==> src/rtl/oled_pkg.sv <==
// Shared types and constants for the OLED SPI link controller.
package oled_pkg;

    // Link sequencing states
    typedef enum logic [2:0] {
        StRstLow,
        StRstWait,
        StInitSend,
        StArb,
        StXfer
    } link_state_e;

    localparam logic DC_CMD  = 1'b0;
    localparam logic DC_DATA = 1'b1;

    localparam int unsigned INIT_LEN = 8;

    // Panel init command list, streamed once after the hardware reset pulse
    localparam logic [7:0] INIT_ROM [INIT_LEN] = '{
        8'hAE, 8'hA0, 8'h72, 8'hA1, 8'h00, 8'hA2, 8'h00, 8'hAF
    };

endpackage

==> src/rtl/oled_spi_byte_tx.sv <==
// SPI mode-0 byte shifter: MSB first, CLK_DIV system clocks per half-period.
// A byte occupies exactly 16*CLK_DIV clocks starting the cycle after load;
// done pulses in the final clock so a new load can follow without a gap.
module oled_spi_byte_tx #(
    parameter int unsigned CLK_DIV = 2
) (
    input  logic       clock,
    input  logic       reset_n,
    input  logic       load,
    input  logic [7:0] tx_byte,
    output logic       oled_clk,
    output logic       oled_mosi,
    output logic       done
);

    localparam int unsigned DIV_W = (CLK_DIV > 1) ? $clog2(CLK_DIV) : 1;
    localparam logic [DIV_W-1:0] DIV_LAST = DIV_W'(CLK_DIV - 1);

    logic             busy_q, busy_d;
    logic             high_q, high_d;
    logic [DIV_W-1:0] div_q, div_d;
    logic [2:0]       bit_q, bit_d;
    logic [7:0]       shreg_q, shreg_d;
    logic             phase_end;

    assign phase_end = (div_q == DIV_LAST);

    // Shifter state register
    always_ff @(posedge clock or negedge reset_n) begin
        if (!reset_n) begin
            busy_q  <= 1'b0;
            high_q  <= 1'b0;
            div_q   <= '0;
            bit_q   <= '0;
            shreg_q <= '0;
        end else begin
            busy_q  <= busy_d;
            high_q  <= high_d;
            div_q   <= div_d;
            bit_q   <= bit_d;
            shreg_q <= shreg_d;
        end
    end

    // Phase/bit sequencing; load takes priority so back-to-back bytes chain seamlessly
    always_comb begin
        busy_d  = busy_q;
        high_d  = high_q;
        div_d   = div_q;
        bit_d   = bit_q;
        shreg_d = shreg_q;
        if (load) begin
            busy_d  = 1'b1;
            high_d  = 1'b0;
            div_d   = '0;
            bit_d   = '0;
            shreg_d = tx_byte;
        end else if (busy_q) begin
            if (phase_end) begin
                div_d = '0;
                if (high_q) begin
                    // End of high phase: next bit goes out as the clock falls
                    high_d  = 1'b0;
                    shreg_d = {shreg_q[6:0], 1'b0};
                    bit_d   = bit_q + 3'd1;
                    if (bit_q == 3'd7) begin
                        busy_d = 1'b0;
                    end
                end else begin
                    high_d = 1'b1;
                end
            end else begin
                div_d = div_q + 1'b1;
            end
        end
    end

    // Pin and completion outputs; both pins rest low when idle
    always_comb begin
        oled_clk  = busy_q & high_q;
        oled_mosi = busy_q & shreg_q[7];
        done      = busy_q & high_q & phase_end & (bit_q == 3'd7);
    end

endmodule

==> src/rtl/oled_link_ctrl.sv <==
// OLED SPI link controller: panel reset pulse, init list, then byte-wise
// arbitration between the command port (dc=0) and the pixel port (dc=1).
// Build option: define OLED_PIX_BURST_EN to lock arbitration onto the pixel
// port from the first granted pixel byte until one tagged pix_last is sent.
module oled_link_ctrl
    import oled_pkg::*;
#(
    parameter int unsigned CLK_DIV         = 2,
    parameter int unsigned RST_LOW_CYCLES  = 16,
    parameter int unsigned RST_WAIT_CYCLES = 16
) (
    input  logic       clock,
    input  logic       reset_n,
    input  logic       cmd_valid,
    input  logic [7:0] cmd_data,
    output logic       cmd_ready,
    input  logic       pix_valid,
    input  logic [7:0] pix_data,
    input  logic       pix_last,
    output logic       pix_ready,
    output logic       init_done,
    output logic       oled_clk,
    output logic       oled_mosi,
    output logic       oled_dc,
    output logic       oled_cs_n,
    output logic       oled_rst_n
);

    localparam int unsigned CNT_MAX = (RST_LOW_CYCLES > RST_WAIT_CYCLES) ?
                                      RST_LOW_CYCLES : RST_WAIT_CYCLES;
    localparam int unsigned CNT_W   = $clog2(CNT_MAX + 1);
    localparam int unsigned IDX_W   = $clog2(INIT_LEN);
    localparam logic [CNT_W-1:0] RST_LOW_LAST  = CNT_W'(RST_LOW_CYCLES - 1);
    localparam logic [CNT_W-1:0] RST_WAIT_LAST = CNT_W'(RST_WAIT_CYCLES - 1);
    localparam logic [IDX_W-1:0] IDX_LAST      = IDX_W'(INIT_LEN - 1);

    link_state_e      state_q, state_d;
    logic [CNT_W-1:0] cnt_q, cnt_d;
    logic [IDX_W-1:0] idx_q, idx_d, idx_nxt;
    logic             dc_q, dc_d;
    logic             init_done_q, init_done_d;
    logic             grant_cmd, grant_pix;
    logic             tx_load, tx_done;
    logic [7:0]       tx_byte;

`ifdef OLED_PIX_BURST_EN
    logic             lock_q, lock_d;
`else
    logic             unused_pix_last;
    assign unused_pix_last = pix_last;
`endif

    assign idx_nxt   = idx_q + 1'b1;
    assign oled_dc   = dc_q;
    assign init_done = init_done_q;

    oled_spi_byte_tx #(
        .CLK_DIV (CLK_DIV)
    ) u_tx (
        .clock     (clock),
        .reset_n   (reset_n),
        .load      (tx_load),
        .tx_byte   (tx_byte),
        .oled_clk  (oled_clk),
        .oled_mosi (oled_mosi),
        .done      (tx_done)
    );

    // State register and sequencing counters
    always_ff @(posedge clock or negedge reset_n) begin
        if (!reset_n) begin
            state_q     <= StRstLow;
            cnt_q       <= '0;
            idx_q       <= '0;
            dc_q        <= DC_CMD;
            init_done_q <= 1'b0;
`ifdef OLED_PIX_BURST_EN
            lock_q      <= 1'b0;
`endif
        end else begin
            state_q     <= state_d;
            cnt_q       <= cnt_d;
            idx_q       <= idx_d;
            dc_q        <= dc_d;
            init_done_q <= init_done_d;
`ifdef OLED_PIX_BURST_EN
            lock_q      <= lock_d;
`endif
        end
    end

    // Arbitration decode: command wins unless a pixel burst holds the lock
    always_comb begin
        grant_cmd = 1'b0;
        grant_pix = 1'b0;
        if (state_q == StArb) begin
`ifdef OLED_PIX_BURST_EN
            grant_cmd = cmd_valid & ~lock_q;
`else
            grant_cmd = cmd_valid;
`endif
            grant_pix = pix_valid & ~grant_cmd;
        end
    end

    // Next-state logic
    always_comb begin
        state_d     = state_q;
        cnt_d       = cnt_q;
        idx_d       = idx_q;
        dc_d        = dc_q;
        init_done_d = init_done_q;
`ifdef OLED_PIX_BURST_EN
        lock_d      = lock_q;
`endif
        case (state_q)
            StRstLow: begin
                if (cnt_q == RST_LOW_LAST) begin
                    state_d = StRstWait;
                    cnt_d   = '0;
                end else begin
                    cnt_d = cnt_q + 1'b1;
                end
            end
            StRstWait: begin
                if (cnt_q == RST_WAIT_LAST) begin
                    state_d = StInitSend;
                    cnt_d   = '0;
                    idx_d   = '0;
                    dc_d    = DC_CMD;
                end else begin
                    cnt_d = cnt_q + 1'b1;
                end
            end
            StInitSend: begin
                if (tx_done) begin
                    if (idx_q == IDX_LAST) begin
                        state_d     = StArb;
                        init_done_d = 1'b1;
                    end else begin
                        idx_d = idx_nxt;
                    end
                end
            end
            StArb: begin
                if (grant_cmd) begin
                    state_d = StXfer;
                    dc_d    = DC_CMD;
                end else if (grant_pix) begin
                    state_d = StXfer;
                    dc_d    = DC_DATA;
`ifdef OLED_PIX_BURST_EN
                    // Lock stays set until the byte tagged last has been granted
                    lock_d  = ~pix_last;
`endif
                end
            end
            StXfer: begin
                if (tx_done) begin
                    state_d = StArb;
                end
            end
            default: state_d = StRstLow;
        endcase
    end

    // Output decode: pins, handshakes and shifter load
    always_comb begin
        oled_rst_n = 1'b1;
        oled_cs_n  = 1'b1;
        cmd_ready  = 1'b0;
        pix_ready  = 1'b0;
        tx_load    = 1'b0;
        tx_byte    = INIT_ROM[0];
        case (state_q)
            StRstLow: oled_rst_n = 1'b0;
            StRstWait: begin
                // First init byte is loaded on the last wait clock
                tx_load = (cnt_q == RST_WAIT_LAST);
            end
            StInitSend: begin
                oled_cs_n = 1'b0;
                if (tx_done && idx_q != IDX_LAST) begin
                    tx_load = 1'b1;
                    tx_byte = INIT_ROM[idx_nxt];
                end
            end
            StArb: begin
                cmd_ready = grant_cmd;
                pix_ready = grant_pix;
                oled_cs_n = ~(grant_cmd | grant_pix);
                tx_load   = grant_cmd | grant_pix;
                tx_byte   = grant_cmd ? cmd_data : pix_data;
            end
            StXfer: oled_cs_n = 1'b0;
            default: ;
        endcase
    end

endmodule

==> config.mk <==
export PLATFORM = sky130hd
export DESIGN_NAME = oled_link_ctrl
export DESIGN_NICKNAME = d
export VERILOG_FILES = /design/src/rtl/oled_pkg.sv /design/src/rtl/oled_spi_byte_tx.sv /design/src/rtl/oled_link_ctrl.sv
export SDC_FILE = /design/constraint.sdc
export NUM_CORES = 1
export LEC_CHECK = 0
export ABC_AREA = 1
export CAP_MARGIN = 0
export CORE_UTILIZATION = 35
export CTS_BUF_LIST = sky130_fd_sc_hd__clkbuf_16
export CTS_CLUSTER_DIAMETER = 80
export DETAILED_ROUTE_END_ITERATION = 8
export GPL_ROUTABILITY_DRIVEN = 0
export GPL_TIMING_DRIVEN = 0
export PLACE_DENSITY = 0.57
export SYNTH_ARGS = -nofsm -noshare
export SYNTH_HDL_FRONTEND = slang
export SYNTH_SLANG_ARGS = --single-unit
==> constraint.sdc <==
create_clock -name clock -period 3.99 [get_ports clock]
set_input_delay 0.9975 -clock clock [delete_from_list [all_inputs] [get_ports clock]]
set_output_delay 0.9975 -clock clock [all_outputs]
set_load 0.05 [all_outputs]
==> key figures <==
Status
  • Status: completed

Power
  • Internal power: just under 0.9 mW
  • Switching share of total power: 0.482
  • Comb pwr share: 0.572
  • Power per cell area: ~750 nW/um^2
  • Clock share of power: 0.138
  • Leak: 1.12 nW
  • VDD IR max: roughly 0.29 mV
  • Switching pwr: 0.816 mW
  • Sequential power share: 0.290

STA
  • Worst Clk Skew: roughly 0.0074 ns
  • Max_slew headroom: 0.580
  • Setup_tns: 0 ns
  • Part of the cycle the worst path needs: 0.902
  • Slew @ Worst Pin: between 0.6 and 0.7 ns
  • Tmin final: roughly 3.6 ns
  • Pins Over Slew Limit: 0
  • Final setup margin: 0.393 ns
  • FMAX: around 280 MHz
  • Setup violators final: 0
  • Final Hold Fails: 0
  • Unrepaired setup endpoints after global routing: no

Cells and area
  • Fillers: between 500 and 600
  • Sequential standard cell area: 676 um^2
  • Layout cells sized above 1: 0.106
  • Area growth syn-to-layout: 22.9%
  • Nets: 312
  • Multi-input gate area: about 1000 um^2
  • Most frequent cells in the layout: 92 x nand2_1, 30 x inv_1, 27 x dfrtp_1
  • ANT cells: 0
  • Most common cell after layout, fill and taps aside: nand2_1

Hold path
  • Hold EP: init_done
  • Worst hold path type: register to register
  • Hold path depth: 1
  • Hold_sp: init_done

Die
  • Initial Util: 0.363
  • Row count: 26
  • Die Y: 74.6 um
  • DIE AREA: 5560 um^2
  • Die X: 74.6 um
  • I/O Pins: 29
  • CORE AREA: 5070 um^2

Global routing
  • Vias in the first global route: 1495
  • Largest net degree at the start of global routing: 28
  • Total gr overflow: 0
  • Met2 usage: 0.248
  • Gr usage total: 0.156
  • Busiest layer in global routing: met2
  • Initial antenna violation count: 0
  • GR Util met3: 0.0163
  • Met1 Use GR: 0.222
  • First-pass GRT wire length: around 6.6 mm

Run
  • Total of max-cap violations: 0

Placement
  • I/O Buffers: 26
  • Dpl hpwl: approximately 3.1 mm
  • Pre-CTS WS: 0.391 ns

Logic synthesis
  • Mapped cell area: between 1500 and 2000 um^2
  • Top cell type's share of synthesized area: 0.366
  • Warnings from Yosys: 0
  • Syn Nets: roughly 280
  • Post-synthesis cell type count: 29
  • Post-Syn Area per Cell: around 7.3 um^2
  • Post-Synthesis Cells: 252
  • #FFs+latches synth: 27
  • Largest area contributor in the netlist: dfrtp_1
  • Register area share after synthesis: 0.366
  • Largest cells by area after synthesis: dfrtp_1 37%, nand2_1 19%, inv_1 6.1%

CTS
  • Root buffer cell: clkbuf_16
  • CTS tree: built
  • Setup Fix Bufs, Post-CTS: 0
  • CTS sink cnt: 27
  • TritonCTS buffer count: 3
  • H-tree Lvls: 1
  • CTS resizes: 0
  • Post-CTS Hold Fix Bufs: 0
  • Worst-Skew Late Latency: between 0.2 and 0.3 ns
  • Clock buffer depth: 2
  • Clock slew at reported path FFs: approximately 0.07 ns

Setup path
  • Data required, critical path: 2.99 ns
  • Worst r2r dst: u_tx.shreg_q[1]
  • Reg2reg path depth: 8
  • Critical R2R Launch: idx_q[0]
  • Crit path launch type: input pin
  • Critical path class: input pin to output port
  • Crit Path Max Fanout: 2
  • Crit. End Element: output port
  • CP Data Arrival Time: 2.60 ns
  • R2R setup slack: 2.19 ns

Route
  • Avg WL per Cell: 11.0 um
  • Via count: around 1.6k
  • Antenna viol nets, final: 0
  • Total iterations of the first detailed-routing run: 4
  • Drt via density: 4.46
  • Drt total wl: between 3 and 4 mm
  • DRC Markers: 0
  • Initial DRC count: 55
-- kinds of logic (layout without fill, tap and decap cells) --
kind of cell,after synthesis,count (layout),share of synthesized area
and+or+nand+nor,158,158,0.415
buffers and inverters,37,67,0.0902
DFF,27,27,0.366
AOI/OAI and AO/OA,19,19,0.0604
adders and majority gates,8,8,0.0543
xor gates and xnor gates,3,3,0.0142
-- routing by layer --
metal	vias up	part of all wire
met5	-	0
met4	0	0.012
met3	5	0.023
met2	28	0.44
met1	683	0.53
li1	853	-
-- stage by stage --
step	cell area, um^2	instances	power (mW)	hold WS (ns)	utilization
CTS	2270	352	1.71	0.472	0.448
detailed placement	2190	348	1.48	0.456	0.432
finish	2270	352	1.69	0.464	0.447
floorplan	1840	252	1.23	0.442	-
global route	2270	352	1.86	0.486	0.447
global placement	2190	348	1.46	0.458	0.432
-- final cells by class --
cell class	count	share of cell area
Sequential cell	27	0.298
Multi-Input combinational cell	188	0.442
Clock buffer	3	0.0331
Timing Repair Buffer	26	0.113
Tap cell	70	0.0386
Buffer	4	0.0188
Clock inverter	1	0.00221
Inverter	33	0.0546
-- worst max path at each step --
stage                   start   endpoint  slack (ns)
floorplan           cmd_valid  pix_ready        0.92
global placement    pix_valid  pix_ready        0.38
detailed placement  pix_valid  oled_cs_n        0.39
CTS                 pix_valid  pix_ready        0.39
global route        pix_valid  pix_ready        0.30
finish              pix_valid  pix_ready        0.39
-- state kept, by name, indices dropped and copies added (netlist names) --
signal,flops
u_tx.busy_q,1
idx_q,3
u_tx.shreg_q,8
state_q,3
u_tx.div_q,1
u_tx.bit_q,3
cnt_q,5
oled_dc,1
u_tx.high_q,1
init_done,1
-- synth_stat cells --
cell type	count
nand2_1	92
a31oi_1	1
nor2_4	3
nor2_2	2
nor3_1	3
nand3_2	3
o21ai_2	1
a21oi_1	6
o21a_1	3
nand3_1	21
nand2_4	1
nor2_8	2
buf_2	1
o21ai_0	6
nor2_1	19
inv_1	30
nand3b_1	2
o21ai_1	1
a31o_2	1
dfrtp_1	27
nand2_2	3
nand4_1	4
nand3_4	2
buf_6	2
buf_8	1
ha_1	8
or2_1	1
inv_2	3
xnor2_1	3
-- power groups by stage --
stage               Sequential [mW]  Combinational [mW]  Clock, mW
global route                  0.512                1.10      0.250
global placement              0.495               0.968          0
floorplan                     0.491               0.744          0
CTS                           0.492               0.983      0.239
finish                        0.492               0.970      0.233
detailed placement            0.496               0.980          0
-- critical path, cell delays in order --
cell and delay (ns):
clkdlybuf4s50_1 0.49, inv_1 0.06, nor2_1 0.20, clkdlybuf4s50_1 0.85
Note: power is estimated with default switching activity, not from simulation.
